<file path="src/rtl/msk_frame_sync_ber.sv">
// Frame synchroniser and BER monitor for a sliced MSK bit stream carrying a known repeating pattern.
// Finds the sync word in either polarity, verifies one frame, then tracks bit and frame errors while locked.
module msk_frame_sync_ber #(
   parameter int             FDW         = 256,
   parameter logic [FDW-1:0] FIXED_DATA  = '0,
   parameter int             SYNC_W      = 32,
   parameter int             SYNC_ERR    = 0,
   parameter bit             INVERT_OK   = 1'b1,
   parameter int             LOSS_THRESH = 16,
   parameter int             LOSS_FRAMES = 2,
   parameter int             CNT_W       = 32
) (
   input  logic                     clk,
   input  logic                     rst,
   input  logic                     data_i,
   input  logic                     data_val_i,
   input  logic                     clr_i,
   output logic [1:0]               state_o,
   output logic                     locked_o,
   output logic                     inverted_o,
   output logic                     bit_err_o,
   output logic                     frame_o,
   output logic [$clog2(FDW+1)-1:0] frame_err_cnt_o,
   output logic [CNT_W-1:0]         tot_bits_o,
   output logic [CNT_W-1:0]         tot_err_o
);

   localparam int PW = $clog2(FDW);
   localparam int EW = $clog2(FDW + 1);
   localparam int DW = $clog2(SYNC_W + 1);
   localparam int BW = $clog2(LOSS_FRAMES + 1);

   localparam logic [SYNC_W-1:0] SYNC_WORD = FIXED_DATA[FDW-1 -: SYNC_W];
   localparam logic [PW-1:0]     PTR_LAST  = PW'(FDW - 1);
   localparam logic [PW-1:0]     PTR_SYNC  = PW'(SYNC_W);
   localparam logic [PW-1:0]     PTR_ONE   = {{(PW-1){1'b0}}, 1'b1};
   localparam logic [BW-1:0]     BAD_ONE   = {{(BW-1){1'b0}}, 1'b1};
   localparam logic [CNT_W-1:0]  CNT_ONE   = {{(CNT_W-1){1'b0}}, 1'b1};
   localparam logic [CNT_W-1:0]  CNT_MAX   = {CNT_W{1'b1}};

   typedef enum logic [1:0] {
      ST_SEARCH = 2'd0,
      ST_VERIFY = 2'd1,
      ST_LOCKED = 2'd2
   } state_t;

   function automatic logic [FDW-1:0] bit_reverse(input logic [FDW-1:0] v);
      logic [FDW-1:0] r;
      r = '0;
      for (int i = 0; i < FDW; i++) begin
         r[i] = v[FDW-1-i];
      end
      return r;
   endfunction

   function automatic logic [DW-1:0] hamming(input logic [SYNC_W-1:0] v);
      logic [DW-1:0] c;
      c = '0;
      for (int i = 0; i < SYNC_W; i++) begin
         c = c + {{(DW-1){1'b0}}, v[i]};
      end
      return c;
   endfunction

   // Pattern reversed so that the bit expected at pointer p sits at index p.
   localparam logic [FDW-1:0] REF_LSB = bit_reverse(FIXED_DATA);

   state_t            state_r, state_s;
   logic [SYNC_W-1:0] sreg_r, sreg_s;
   logic [PW-1:0]     ptr_r, ptr_s;
   logic              inv_r, inv_s;
   logic [EW-1:0]     acc_r, acc_s;
   logic [BW-1:0]     bad_r, bad_s;
   logic              bit_err_r, bit_err_s;
   logic              frame_r, frame_s;
   logic              locked_r, locked_s;
   logic [EW-1:0]     fec_r, fec_s;
   logic [CNT_W-1:0]  tot_bits_r, tot_bits_s;
   logic [CNT_W-1:0]  tot_err_r, tot_err_s;

   logic [SYNC_W-1:0] sreg_shift_s;
   logic [DW-1:0]     dist_norm_s;
   logic [DW-1:0]     dist_inv_s;
   logic              exp_bit_s;
   logic              mismatch_s;
   logic [EW-1:0]     acc_inc_s;
   logic              bad_frame_s;
   logic              cnt_bit_s;
   logic              cnt_err_s;

   assign sreg_shift_s = {sreg_r[SYNC_W-2:0], data_i};
   assign dist_norm_s  = hamming(sreg_shift_s ^ SYNC_WORD);
   assign dist_inv_s   = hamming(sreg_shift_s ^ ~SYNC_WORD);
   assign exp_bit_s    = REF_LSB[ptr_r] ^ inv_r;
   assign mismatch_s   = data_i ^ exp_bit_s;
   assign acc_inc_s    = acc_r + {{(EW-1){1'b0}}, mismatch_s};
   assign bad_frame_s  = int'(acc_inc_s) > LOSS_THRESH;

   // Next-state, pointer, error accumulation and counter update logic.
   always_comb begin
      state_s   = state_r;
      sreg_s    = sreg_r;
      ptr_s     = ptr_r;
      inv_s     = inv_r;
      acc_s     = acc_r;
      bad_s     = bad_r;
      bit_err_s = 1'b0;
      frame_s   = 1'b0;
      cnt_bit_s = 1'b0;
      cnt_err_s = 1'b0;

      if (data_val_i) begin
         sreg_s = sreg_shift_s;
         case (state_r)
            ST_SEARCH: begin
               // Normal polarity is tested first so it wins a tie.
               if (int'(dist_norm_s) <= SYNC_ERR) begin
                  state_s = ST_VERIFY;
                  inv_s   = 1'b0;
                  ptr_s   = PTR_SYNC;
                  acc_s   = '0;
               end else if (INVERT_OK && (int'(dist_inv_s) <= SYNC_ERR)) begin
                  state_s = ST_VERIFY;
                  inv_s   = 1'b1;
                  ptr_s   = PTR_SYNC;
                  acc_s   = '0;
               end else begin
                  state_s = ST_SEARCH;
               end
            end
            ST_VERIFY, ST_LOCKED: begin
               bit_err_s = mismatch_s;
               cnt_bit_s = (state_r == ST_LOCKED);
               cnt_err_s = (state_r == ST_LOCKED) && mismatch_s;
               if (ptr_r == PTR_LAST) begin
                  ptr_s   = '0;
                  acc_s   = '0;
                  frame_s = 1'b1;
                  if (state_r == ST_VERIFY) begin
                     state_s = bad_frame_s ? ST_SEARCH : ST_LOCKED;
                     bad_s   = '0;
                  end else if (bad_frame_s) begin
                     if (int'(bad_r) + 1 >= LOSS_FRAMES) begin
                        state_s = ST_SEARCH;
                        bad_s   = '0;
                     end else begin
                        bad_s = bad_r + BAD_ONE;
                     end
                  end else begin
                     bad_s = '0;
                  end
               end else begin
                  ptr_s = ptr_r + PTR_ONE;
                  acc_s = acc_inc_s;
               end
            end
            default: begin
               state_s = ST_SEARCH;
            end
         endcase
      end else begin
         sreg_s = sreg_r;
      end

      // A clear takes precedence over any increment landing in the same cycle.
      if (clr_i) begin
         tot_bits_s = '0;
         tot_err_s  = '0;
         fec_s      = '0;
      end else begin
         tot_bits_s = (cnt_bit_s && (tot_bits_r != CNT_MAX)) ? tot_bits_r + CNT_ONE : tot_bits_r;
         tot_err_s  = (cnt_err_s && (tot_err_r != CNT_MAX)) ? tot_err_r + CNT_ONE : tot_err_r;
         fec_s      = frame_s ? acc_inc_s : fec_r;
      end

      locked_s = (state_s == ST_LOCKED);
   end

   // State and output registers.
   always_ff @(posedge clk or posedge rst) begin
      if (rst) begin
         state_r    <= ST_SEARCH;
         sreg_r     <= '0;
         ptr_r      <= '0;
         inv_r      <= 1'b0;
         acc_r      <= '0;
         bad_r      <= '0;
         bit_err_r  <= 1'b0;
         frame_r    <= 1'b0;
         locked_r   <= 1'b0;
         fec_r      <= '0;
         tot_bits_r <= '0;
         tot_err_r  <= '0;
      end else begin
         state_r    <= state_s;
         sreg_r     <= sreg_s;
         ptr_r      <= ptr_s;
         inv_r      <= inv_s;
         acc_r      <= acc_s;
         bad_r      <= bad_s;
         bit_err_r  <= bit_err_s;
         frame_r    <= frame_s;
         locked_r   <= locked_s;
         fec_r      <= fec_s;
         tot_bits_r <= tot_bits_s;
         tot_err_r  <= tot_err_s;
      end
   end

   assign state_o         = state_r;
   assign locked_o        = locked_r;
   assign inverted_o      = inv_r;
   assign bit_err_o       = bit_err_r;
   assign frame_o         = frame_r;
   assign frame_err_cnt_o = fec_r;
   assign tot_bits_o      = tot_bits_r;
   assign tot_err_o       = tot_err_r;

endmodule

</file>
<file path="config.mk">
export PLATFORM = sky130hd
export DESIGN_NAME = msk_frame_sync_ber
export DESIGN_NICKNAME = d
export VERILOG_FILES = /design/src/rtl/msk_frame_sync_ber.sv
export SDC_FILE = /design/constraint.sdc
export NUM_CORES = 1
export LEC_CHECK = 0
export ABC_AREA = 1
export CAP_MARGIN = 25
export CORE_UTILIZATION = 25
export CTS_CLUSTER_DIAMETER = 60
export DETAILED_ROUTE_END_ITERATION = 12
export GPL_ROUTABILITY_DRIVEN = 0
export PLACE_DENSITY_LB_ADDON = 0.12
export SYNTH_ARGS = -nofsm -noshare
export SYNTH_HDL_FRONTEND = slang
export SYNTH_SLANG_ARGS = --single-unit
</file>
<file path="constraint.sdc">
create_clock -name clk -period 6.2 [get_ports clk]
set_clock_uncertainty 0.1 [all_clocks]
set_input_delay 1.86 -clock clk [delete_from_list [all_inputs] [get_ports clk]]
set_output_delay 1.86 -clock clk [all_outputs]
set_load 0.01 [all_outputs]
</file>
==> results of run 1 <==
==> cell usage in the layout (no fill, tap or decap), types with 12 or more instances in the layout <==
| cell | netlist | routed |
|---|---|---|
| buf_4 | 0 | 14 |
| ha_1 | 25 | 24 |
| inv_1 | 160 | 157 |
| clkdlybuf4s50_1 | 0 | 81 |
| fa_1 | 42 | 42 |
| a21oi_1 | 12 | 12 |
| nand2_1 | 250 | 247 |
| o21ai_1 | 28 | 42 |
| xor2_1 | 30 | 30 |
| nor2_1 | 89 | 89 |
| clkbuf_16 | 0 | 17 |
| dfrtp_1 | 129 | 129 |
| nand3_1 | 64 | 63 |
| o21ai_0 | 66 | 51 |
| nand4_1 | 22 | 22 |
| nor3_1 | 46 | 46 |
==> what timing repair did <==
item	in CTS	in global routing
endpoints found under the setup margin	20	20
hold buffers	0	0
cloned	1	0
gates resized for setup	23	4
setup buffers	1	3
pin swaps	6	2
==> stage by stage <==
step	setup WS (ps)	power (µW)	util
after floorplan	-448	2920	-
after global routing	-391	5540	0.315
final	-192	4990	0.315
after global placement	-1150	3640	0.294
after detailed placement	-1260	3720	0.294
after CTS	-186	4990	0.314
==> critical path, stage by stage <==
cell     delay, ps
buf_8           90
inv_8           20
fa_1           490
inv_2           50
fa_1           450
fa_1           510
fa_1           430
fa_1           490
inv_1           50
fa_1           480
ha_2           190
fa_1           410
nor2_1         120
nand2_1         70
nor4_2         150
o21ai_1        110
nand2_1        100
nand3_2        100
nand2_4        170
buf_4          140
nand3_1         50
nand2_1         90
==> cell usage after synthesis, types with 2 or more instances <==
cell / count / area, µm²
o21ai_1: 28 / 140
buf_2: 5 / 25.0
xor2_1: 30 / 263
nand4_1: 22 / 138
nand3_1: 64 / 320
fa_1: 42 / 841
or2_2: 6 / 37.5
nor4_1: 3 / 18.8
nor3_1: 46 / 230
nor3b_1: 3 / 22.5
nand3_2: 3 / 30.0
o31ai_1: 11 / 82.6
nand2_1: 250 / 938
clkbuf_1: 14 / 52.6
inv_2: 6 / 22.5
inv_1: 160 / 601
nor2_1: 89 / 334
nor2_4: 2 / 22.5
ha_1: 25 / 313
nor2_2: 4 / 25.0
nand2_2: 9 / 56.3
xnor2_1: 7 / 61.3
dfrtp_1: 129 / 3230
o21ai_0: 66 / 330
a21oi_2: 3 / 26.3
nand2_4: 4 / 45.0
buf_6: 7 / 78.8
a21oi_1: 12 / 60.1
nor3_2: 5 / 50.1
==> registers in the layout (all words and copies together) (netlist names), 2 cells and up <==
register and flops:
tot_bits_o 32, tot_err_o 32, sreg_r 31, acc_r 9, frame_err_cnt_o 9, ptr_r 8, bad_r 2, state_o 2
==> power by group <==
part	internal [µW]	switching, µW	total [µW]
sequential	895	40.3	935
combinational	1310	1640	2960
clock	678	422	1100
==> area by class of cell <==
| type | instances | area, µm² | area share |
|---|---|---|---|
| tap | 448 | 561 | 0.0531 |
| timing repair inverter | 1 | 11.3 | 0.00107 |
| clock inverter | 14 | 205 | 0.0194 |
| timing repair buffer | 99 | 958 | 0.0907 |
| multi-input combinational | 744 | 4510 | 0.427 |
| inverter | 170 | 667 | 0.0631 |
| clock buffer | 17 | 425 | 0.0403 |
| sequential | 129 | 3230 | 0.306 |
==> routing by layer <==
metal	share of wire	routed length (µm)
met1	0.50	11600
met2	0.47	10800
met3	0.027	626
met4	0.010	233
met5	0	0
==> path summary, 6_finish.rpt <==
path	start	to	slack (ps)	cells past startpoint
setup / recovery	data_i	ptr_r[1]	-190	22
hold / removal	frame_err_cnt_o[5]	frame_err_cnt_o[5]	380	2
max in group asynchronous	rst	acc_r[6]	3250	3
setup reg to reg	sreg_r[16]	ptr_r[1]	700	23
hold reg to reg	frame_err_cnt_o[5]	frame_err_cnt_o[5]	380	2
min in group asynchronous	rst	bit_err_o	1840	2
==> logic make-up (layout without fill, tap and decap cells) <==
group	Yosys count	after routing	synth area share
buffers and inverters	197	301	0.0952
AOI/OAI and AO/OA	125	125	0.0802
adders and majority gates	67	67	0.135
and+or+nand+nor	515	515	0.272
DFF	129	129	0.379
xor gates and xnor gates	37	37	0.0380
==> impl_metrics.ini, run 1 <==
[sta]
holdWs_ps = 378
relSlewSlack = 0.522
final_max_slew_viol_count = 0
hold_viol = 0
finalWorstPathRequiredPeriod_ps = 6390
fmax_ghz = 0.156
finalSetupViolCount = 19
setup_tns_ps = -2800
fin_crit_sh = 1.03
max_slew.worst_pin.slew_ps = 716
finalWorstSetupSlack_ps = -192
rsz0062_at_grt = yes

[worst_setup_path]
critPathKind = input port to flop
cp-start-kind = input port
crit_path_max_fanout = 4
end_kind = flop
cp.required_ps = 6460
crit_arrival_ps = 6650

[synthesis]
ys_seq_elements = 129
synth_edf_count = 0
syn-mean-instance-area_um2 = 7.96
yosysUniqueCellTypes = 44
ys_seq_area_frac = 0.379
async_flop_share = 1.00
synth_warnings = 0
postSynthNetCount = 1142
synthCells = 1070
synth_flop_cell = dfrtp_1
syn_area_um2 = 8520

[floorplan]
die_x_um = 187
die_area_um2 = 34800
coreArea_um2 = 33500
die_y_um = 187
ios = 84
rows = 67
initial_core_util = 0.254

[power]
vdd_ir_drop_max_v = 0.000367
p_leak_uw = 0.00451
p_per_area_nw_per_um2 = 473

[global_routing]
grt_pass1_vias = 7118
use_met2 = 0.226
grt_usage = 0.140
grt_pass1_wl_um = 38700
antenna_found_initial = 0
grt_overflow = 0
gr-max-usage-layer = met2
gr-usage-met3 = 0.0235
grt_max_degree = 74
use_met1 = 0.192

[layout]
final_cells = 1622
fin_area_um2 = 10600
drive_above_1_share = 0.0920
synthToLayoutAreaGrowth_pct = 24.0
num_antenna_cells = 0
layout.nets = 1234
fillers = 3645

[routing]
ant_nets = 0
drt-initial-drc-count = 319
remaining_drc_errors = 0
wl_um = 23200
wl_per_cell_um = 14.3
num_vias = 7087
drt_pass1_iterations = 5
viasPerCell = 4.37

[status]
status = complete, but fails checks
violations = setup timing

[clock_tree]
clock_latency_ps = 420
clock_sinks = 129
clk_pin_slew_ps = 60
cts_buffers = 17
cts_root_buffer = clkbuf_16
cts_tree = yes
ctsLongestPathBuffers = 2
cts-htree-levels = 4

[placed_design]
hpwlAfterDp_um = 17600
portBuffers = 83
place_area_um2 = 9870
dp_cells = 1588

[flow_run]
maxCapViolCount = 0

[min_path]
min_path_type = flop to flop
Note: power is estimated with default switching activity, not from simulation.
==> run 2: changes to the inputs <==
--- a/config.mk
+++ b/config.mk
@@ -7,6 +7,7 @@
 export LEC_CHECK = 0
 export ABC_AREA = 1
 export CAP_MARGIN = 25
+export CORE_ASPECT_RATIO = 0.9
 export CORE_UTILIZATION = 25
 export CTS_CLUSTER_DIAMETER = 60
 export DETAILED_ROUTE_END_ITERATION = 12
==> run 2 against run 1 <==
Compared with the run above:
- the flow still finishes with violations (setup timing)
- fmax is 0.85% higher
- via count shrank 0.59%
- flip-flop and latch count did not move
- sequential share of layout area hardly changed
- clock power down 5%
==> impl_metrics.ini, run 2 (synthesis gave the netlist of run 1 again) <==
[status]
status = complete, but fails checks
violations = setup timing

[sta]
finalWorstPathRequiredPeriod_ps = 6340
finalSetupViolCount = 19
finalWorstSetupSlack_ps = -138
relSlewSlack = 0.440
final_max_slew_viol_count = 0
setup_tns_ps = -2190
max_slew.worst_pin.slew_ps = 839
holdWs_ps = 370
hold_viol = 0
fin_crit_sh = 1.02
fmax_ghz = 0.158
rsz0062_at_grt = yes

[placed_design]
hpwlAfterDp_um = 17700
portBuffers = 83
dp_cells = 1594

[global_routing]
grt_max_degree = 61
grt_usage = 0.142
grt_overflow = 0
grt_pass1_vias = 7018
grt_pass1_wl_um = 38400
antenna_found_initial = 0

[worst_setup_path]
crit_arrival_ps = 6590
cp_top_family = adder cells
crit_path_max_fanout = 6
cp-start-kind = input port
rrSetupSlack_ps = 780
slowest_stage = fa_1
end_kind = flop
worstPathCellList = buf_8, inv_8, fa_1, inv_2, fa_1, fa_1, fa_1, fa_1, inv_1, fa_1, ha_2, fa_1, nor2_1, nand2_1, nor4_2, o21ai_1, nand2_1, nand3_2, nand2_4, buf_6, o21ai_2, o21ai_1
cpPeakStageDelay_ps = 520
critPathKind = input port to flop
timing.rr.end = ptr_r[5]
rr_worst_depth = 23
critPathMostFrequentCell = fa_1
crit_buf_inv = 5
regToRegStartpoint = sreg_r[16]
cp.required_ps = 6450

[clock_tree]
clock_latency_ps = 430
ctsLongestPathBuffers = 2
cts_tree = yes
postCtsHoldBufs = 0
clk_pin_slew_ps = 70
cts_root_buffer = clkbuf_16
cts-htree-levels = 4
cts_buffers = 17
clock_sinks = 129

[min_path]
min_from = frame_err_cnt_o[5]
hold_path_depth = 2
min_path_type = flop to flop
hold_end = frame_err_cnt_o[5]

[power]
internal-power_uw = 2870
p_per_area_nw_per_um2 = 469
combPwrFrac = 0.599
p_sw_uw = 2080
clkPwrFrac = 0.212
vdd_ir_drop_max_v = 0.000382
p_seq_frac = 0.190
p_sw_frac = 0.421
power_uw = 4950
p_leak_uw = 0.00449

[layout]
final_common_cell = nand2_1
layout_common_cells = 246 x nand2_1, 157 x inv_1, 129 x dfrtp_1
drive_above_1_share = 0.0938
post-route-util = 0.317
fillers = 3599
synthToLayoutAreaGrowth_pct = 23.9
final_cells = 1628
layout.nets = 1232
num_antenna_cells = 0
regArea_um2 = 3230
multi_input_area_um2 = 4530

[floorplan]
die_y_um = 177
die_area_um2 = 34800
rows = 63
coreArea_um2 = 33300
initial_core_util = 0.256
die_x_um = 197
ios = 84

[flow_run]
maxCapViolCount = 0

[routing]
remaining_drc_errors = 0
num_vias = 7045
wl_per_cell_um = 14.3
ant_nets = 0
drt-initial-drc-count = 342
drt_pass1_iterations = 4
viasPerCell = 4.33
wl_um = 23400
[run 2: power groups by stage]
stage          Sequential, µW  Combinational, µW  Clock, µW
6_report                  940               2960       1050
5_1_grt                   947               3500       1120
4_1_cts                   939               2780       1080
3_5_place_dp              953               2710          0
3_3_place_gp              955               2630          0
2_1_floorplan             942               1980          0
[run 2: per-layer routing]
metal,global-route usage,wire length (µm),vias up,part of all wire
met2,0.216,10300,102,0.44
met5,0,0,-,0
met1,0.205,12000,3334,0.51
li1,-,-,3592,-
met4,0.0352,267,0,0.011
met3,0.0263,749,17,0.032
[run 2: how the worst max path moves through the flow]
stage | start | end | slack (ps) | cells past startpoint
floorplan | data_i | acc_r[2] | -450 | 22
detailed placement | data_i | acc_r[8] | -1310 | 22
finish | data_i | ptr_r[5] | -140 | 22
global placement | data_i | acc_r[2] | -1160 | 22
global route | data_i | acc_r[0] | -360 | 22
CTS | data_i | ptr_r[2] | -160 | 22
[run 2: final cells by class]
cell class / instances / share of cell area
multi-input combinational: 744 / 0.430
sequential: 129 / 0.306
timing repair buffer: 98 / 0.0905
inverter: 170 / 0.0632
tap: 455 / 0.0540
clock buffer: 20 / 0.0414
clock inverter: 12 / 0.0152
[run 2: what timing repair did]
| action | in CTS | in global routing |
|---|---|---|
| gates resized for setup | 13 | 14 |
| buffers inserted | 1 | 1 |
| pin swaps | 4 | 2 |
| endpoints found under the setup margin | 20 | 20 |
[run 2: worst register-to-register path, cell delays in order, from the launching register on]
cell     delay, ps
dfrtp_1        340
inv_1           70
fa_1           530
inv_1           70
fa_1           500
inv_1           50
fa_1           480
inv_1           60
fa_1           480
fa_1           500
inv_1           50
fa_1           490
ha_2           190
fa_1           400
nor2_1         110
nand2_1         70
nor4_2         130
o21ai_1        110
nand2_1        100
nand3_2        100
nand2_4        160
buf_6          140
o21ai_2         50
o21ai_1         70
[run 2: through the flow]
| stage | setup WS (ps) | instance area, µm² |
|---|---|---|
| 3_5_place_dp | -1310 | 9870 |
| 2_1_floorplan | -448 | 8550 |
| 6_report | -138 | 10600 |
| 4_1_cts | -157 | 10500 |
| 5_1_grt | -359 | 10600 |
| 3_3_place_gp | -1160 | 9870 |
